--- src/rtl/register_file_pkg.sv ---
// Shared MIPS definitions: architectural register indices and default register-file geometry.
package mips_defs;

  localparam int DEF_DATA_WIDTH = 32;
  localparam int DEF_ADDR_WIDTH = 5;

  localparam int REG_ZERO = 0;
  localparam int REG_SP   = 29;
  localparam int REG_RA   = 31;

  localparam logic [31:0] DEF_SP_RESET = 32'h0000_3FFC;

endpackage

--- src/rtl/register_file_read_port.sv ---
// One combinational read port: $zero forcing, optional same-cycle write bypass, else stored value.
module regfile_read_port
  import mips_defs::*;
#(
  parameter int DATA_WIDTH = DEF_DATA_WIDTH,
  parameter int ADDR_WIDTH = DEF_ADDR_WIDTH,
  parameter int BYPASS     = 1
) (
  input  logic                  reset,
  input  logic [ADDR_WIDTH-1:0] index,
  input  logic [DATA_WIDTH-1:0] regs [2**ADDR_WIDTH],
  input  logic                  regWrite,
  input  logic [ADDR_WIDTH-1:0] writeReg,
  input  logic [DATA_WIDTH-1:0] writeData,
  output logic [DATA_WIDTH-1:0] data
);

  // index != 0 already implies writeReg != 0 on a bypass match.
  always_comb begin
    data = '0;
    if (index != ADDR_WIDTH'(REG_ZERO)) begin
      if ((BYPASS != 0) && !reset && regWrite && (writeReg == index)) begin
        data = writeData;
      end else begin
        data = regs[index];
      end
    end
  end

endmodule

--- src/rtl/register_file.sv ---
// MIPS GPR file: 32 x 32-bit, two combinational read ports, one synchronous write port, $0 hard-wired.
module register_file
  import mips_defs::*;
#(
  parameter int                    DATA_WIDTH = DEF_DATA_WIDTH,
  parameter int                    ADDR_WIDTH = DEF_ADDR_WIDTH,
  parameter int                    BYPASS     = 1,
  parameter int                    SP_INDEX   = REG_SP,
  parameter logic [DATA_WIDTH-1:0] SP_RESET   = DATA_WIDTH'(DEF_SP_RESET)
) (
  input  logic                  clock,
  input  logic                  reset,
  input  logic [ADDR_WIDTH-1:0] readReg1,
  input  logic [ADDR_WIDTH-1:0] readReg2,
  input  logic [ADDR_WIDTH-1:0] writeReg,
  input  logic [DATA_WIDTH-1:0] writeData,
  input  logic                  regWrite,
  output logic [DATA_WIDTH-1:0] readData1,
  output logic [DATA_WIDTH-1:0] readData2
);

  localparam int DEPTH = 2**ADDR_WIDTH;

  // Entry 0 has no storage; the read ports see a constant zero in its slot.
  logic [DATA_WIDTH-1:0] regs [1:DEPTH-1];
  logic [DATA_WIDTH-1:0] view [DEPTH];

  always_ff @(posedge clock or posedge reset) begin
    if (reset) begin
      for (int i = 1; i < DEPTH; i++) begin
        regs[i] <= (i == SP_INDEX) ? SP_RESET : '0;
      end
    end else if (regWrite) begin
      for (int i = 1; i < DEPTH; i++) begin
        if (writeReg == ADDR_WIDTH'(i)) begin
          regs[i] <= writeData;
        end
      end
    end
  end

  always_comb begin
    view[0] = '0;
    for (int i = 1; i < DEPTH; i++) begin
      view[i] = regs[i];
    end
  end

  regfile_read_port #(
    .DATA_WIDTH (DATA_WIDTH),
    .ADDR_WIDTH (ADDR_WIDTH),
    .BYPASS     (BYPASS)
  ) u_rd1 (
    .reset     (reset),
    .index     (readReg1),
    .regs      (view),
    .regWrite  (regWrite),
    .writeReg  (writeReg),
    .writeData (writeData),
    .data      (readData1)
  );

  regfile_read_port #(
    .DATA_WIDTH (DATA_WIDTH),
    .ADDR_WIDTH (ADDR_WIDTH),
    .BYPASS     (BYPASS)
  ) u_rd2 (
    .reset     (reset),
    .index     (readReg2),
    .regs      (view),
    .regWrite  (regWrite),
    .writeReg  (writeReg),
    .writeData (writeData),
    .data      (readData2)
  );

endmodule

--- config.mk ---
export PLATFORM = sky130hd
export DESIGN_NAME = register_file
export DESIGN_NICKNAME = d
export VERILOG_FILES = /design/src/rtl/register_file_pkg.sv /design/src/rtl/register_file_read_port.sv /design/src/rtl/register_file.sv
export SDC_FILE = /design/constraint.sdc
export NUM_CORES = 2
export LEC_CHECK = 0
export ABC_CLOCK_PERIOD_IN_PS = 39300
export CORE_UTILIZATION = 57
export CTS_BUF_LIST = sky130_fd_sc_hd__clkbuf_4 sky130_fd_sc_hd__clkbuf_8
export DETAILED_ROUTE_END_ITERATION = 7
export GPL_ROUTABILITY_DRIVEN = 0
export MAX_ROUTING_LAYER = met4
export PLACE_DENSITY = 0.77
export SLEW_MARGIN = 5
export SYNTH_ARGS = -nofsm -noshare
export SYNTH_HDL_FRONTEND = slang
export SYNTH_SLANG_ARGS = --single-unit
--- constraint.sdc ---
create_clock -name clock -period 39.3 [get_ports clock]
set_input_delay 11.79 -clock clock [delete_from_list [all_inputs] [get_ports clock]]
set_output_delay 11.79 -clock clock [all_outputs]
set_load 0.02 [all_outputs]
==> results.toml <==
[final_layout]
reg_top3 = "regs x992"
largest_register_ffs = 992
nNetsFinal = 3647
fill_cells = 6898
area_growth_pct = 10.2
largest-register = "regs"
drive_gt1_share_pct = 52.6
utilization_pct = 63.5
finalNonFillerCells = 4990
design_area_um2 = 59500

[sta]
setup_viol = 0
timing.hold.ws_ns = 0.512
final_max_slew_viol_count = 0
period_needed_ns = 28.20
hold_viol_final = 0
setup_ws_ns = 11.10
fin_crit_sh_pct = 71.8
slew_headroom_pct = 18.2
skew_ns = 0
fmax_mhz = 35.5
worstMarginPinSlew_ns = 1.22
rsz0062_at_grt = "false"
finalSetupTns_ns = 0

[yosys]
ys_types = 50
yosysWarnings = 0
syn_nets = 3678
async_reset_ff_share_pct = 100
synth.area.top_cells = "dfrtp_1 45%, mux2_2 22%, mux4_2 18%, mux2i_1 2.8%, clkbuf_1 1.6%"
ys_seq_area_share_pct = 46.0
synth.ff_latch_count = 992
synth_flop_cell = "dfrtp_1"
synth_cells = 3628
synth_area_um2 = 54000
yosysTopAreaCellShare_pct = 45.4
avgSynthCellArea_um2 = 14.9
synth_top_area_cell = "dfrtp_1"
synth-edff-count = 0

[global_routing]
grt_pass1_vias = 36638
grt_first_pass_wirelength_um = 245000
grt_antenna_before_repair = 8
grt.total_usage_pct = 36.4
grt_max_degree = 106
grt_overflow_total = 0

[cts]
clockBufferDepth = 3
cts_buffers = 165
clkSinkCount = 992
hold_buffers = 0
cts_resized = 0
htree_levels = 4
cts_root_buf = "clkbuf_8"
cts.clk_slew.worst_paths_ns = 0.05
insertion_delay_ns = 0.84
postCtsSetupBuffers = 0
cts_tree = "yes"

[die]
num_io_pins = 114
die-area_um2 = 95900
die_y_um = 310
num_rows = 112
die_x_um = 310
initial_core_util_pct = 57.7
core_area_um2 = 93600

[setup_path]
arrival_ns = 16.41
cp.depth = 9
cpMaxStageDelayCell = "nor2b_4"
worstReg2RegStart = "regs[634]$_DFFE_PP0P_"
ff2ff_setup_slack_ns = 38.49
required_ns = 27.51
critPathBufInv = 4
slowest_delay_ns = 0.95
worstPathCellList = "buf_8 -> buf_4 -> nor2b_4 -> buf_4 -> a22o_1 -> mux4_2 -> and2_1 -> o221a_1 -> clkdlybuf4s50_1"
cp_top_family = "buffers and inverters"
start_kind = "primary input"
end_kind = "output pin"
reg2reg_to = "regs[634]$_DFFE_PP0P_"
crit_fanout = 71
crit_type = "primary input to output pin"
crit_top_cell = "buf_4"
reg2reg_depth = 1

[place]
placed_area_um2 = 55800
pre_cts_ws_ns = 11.22
dpl.cell_count = 4684
port_buffers = 113
hpwl_um = 90900

[pwr]
p_total_mw = 3.02
p_per_area_nw_per_um2 = 50.8
power.leakage_nw = 25.5
ir_drop_uv = 43.2

[worst_hold_path]
whs_endpoint = "regs[635]$_DFFE_PP0P_"
min_delay_path_depth = 1
holdCritStartpoint = "regs[635]$_DFFE_PP0P_"
hp-class = "flop to flop"

[routing]
vias = 35732
avgViaCountPerCell = 7.16
routed_wl_um = 165000
drtPass1Iterations = 5
drtIter0Drc = 3939
ant_nets = 0
route.detailed.drc = 0
wl_per_cell_um = 33.0

[job]
maxCapViolations = 0

[outcome]
status = "completed"
## cell families (layout without fill, tap and decap cells)
| family | count (synthesis) | count (layout) | synth area share (%) |
|---|---|---|---|
| and+or+nand+nor | 198 | 198 | 1.91 |
| muxes | 1660 | 1660 | 43.4 |
| DFF | 992 | 992 | 46.0 |
| other | 0 | 11 | 0 |
| buffers and inverters | 412 | 509 | 3.43 |
| AOI/OAI and AO/OA | 356 | 356 | 5.09 |
| xor gates and xnor gates | 10 | 10 | 0.162 |
## placed cells by master (no fill, tap or decap), types with 12 or more instances in the layout
cell,count
a22o_1,38
o221a_1,30
o211ai_1,46
clkbuf_4,61
mux2i_1,151
mux4_2,436
dfrtp_1,980
nand2_1,31
clkdlybuf4s50_1,104
o21ai_0,26
o22ai_1,12
dfstp_2,12
clkbuf_8,213
a22oi_1,69
and2_1,30
nor2_4,12
a21oi_1,36
o311ai_0,12
nor2_1,23
mux2_2,1062
buf_4,95
o211a_1,13
a31oi_1,20
nor2b_1,30
a221oi_1,16
o221ai_1,29
## where the power goes
group / leakage [nW] / total, mW / switching [mW] / internal [mW]
Sequential: 12.7 / 1.37 / 0.149 / 1.22
Clock: 1.89 / 0.984 / 0.429 / 0.555
Combinational: 10.9 / 0.662 / 0.264 / 0.398
Total: 25.5 / 3.02 / 0.842 / 2.18
## worst max path at each step
stage                           start             endpoint  slack [ns]
after global routing      readReg2[1]        readData2[23]       10.97
after CTS                 readReg2[1]        readData2[23]       11.20
after global placement    readReg2[1]        readData2[23]       11.24
after detailed placement  readReg1[0]        readData1[18]       11.22
final                     readReg2[1]        readData2[23]       11.10
after floorplan                 reset  regs[0]$_DFFE_PP0P_       13.85
## synthesized netlist by cell type, drive strengths merged, types with 2 or more instances
cell	instances
xnor2	2
a211oi	5
nor3	9
nor2	37
mux4	436
a221oi	16
dfstp	12
mux2i	151
a31oi	20
nand2b	6
dfrtp	980
inv	5
nor2b	32
a22o	38
or4	2
o211ai	46
clkbuf	233
o221ai	29
xor2	8
nor4	6
a21oi	36
and2	31
mux2	1073
o311ai	12
nand3	11
o221a	31
nor3b	4
or3	4
o211a	13
o22ai	12
buf	174
o21ai	27
nand4b	3
nand2	45
a22oi	69
and3	2
nand3b	2
## routing by layer
layer,vias up,share of wire (%),track usage (%)
li1,14084,-,-
met5,-,0,-
met4,0,4.7,16.3
met3,466,10,9.65
met2,2012,46,52.6
met1,19170,40,48.5
## layout make-up
type                    count  area (µm²)  area share [%]
clock buffers             274        3390            5.70
inverters                   5        22.5          0.0379
well taps                1254        1570            2.64
diodes                     11        27.5          0.0463
multi-input cells        2224       27500            46.3
flip-flops and latches    992       24800            41.8
clock inverters            21         185           0.311
repair buffers            209        1900            3.20
No activity file was read; power rests on OpenSTA's default activity.
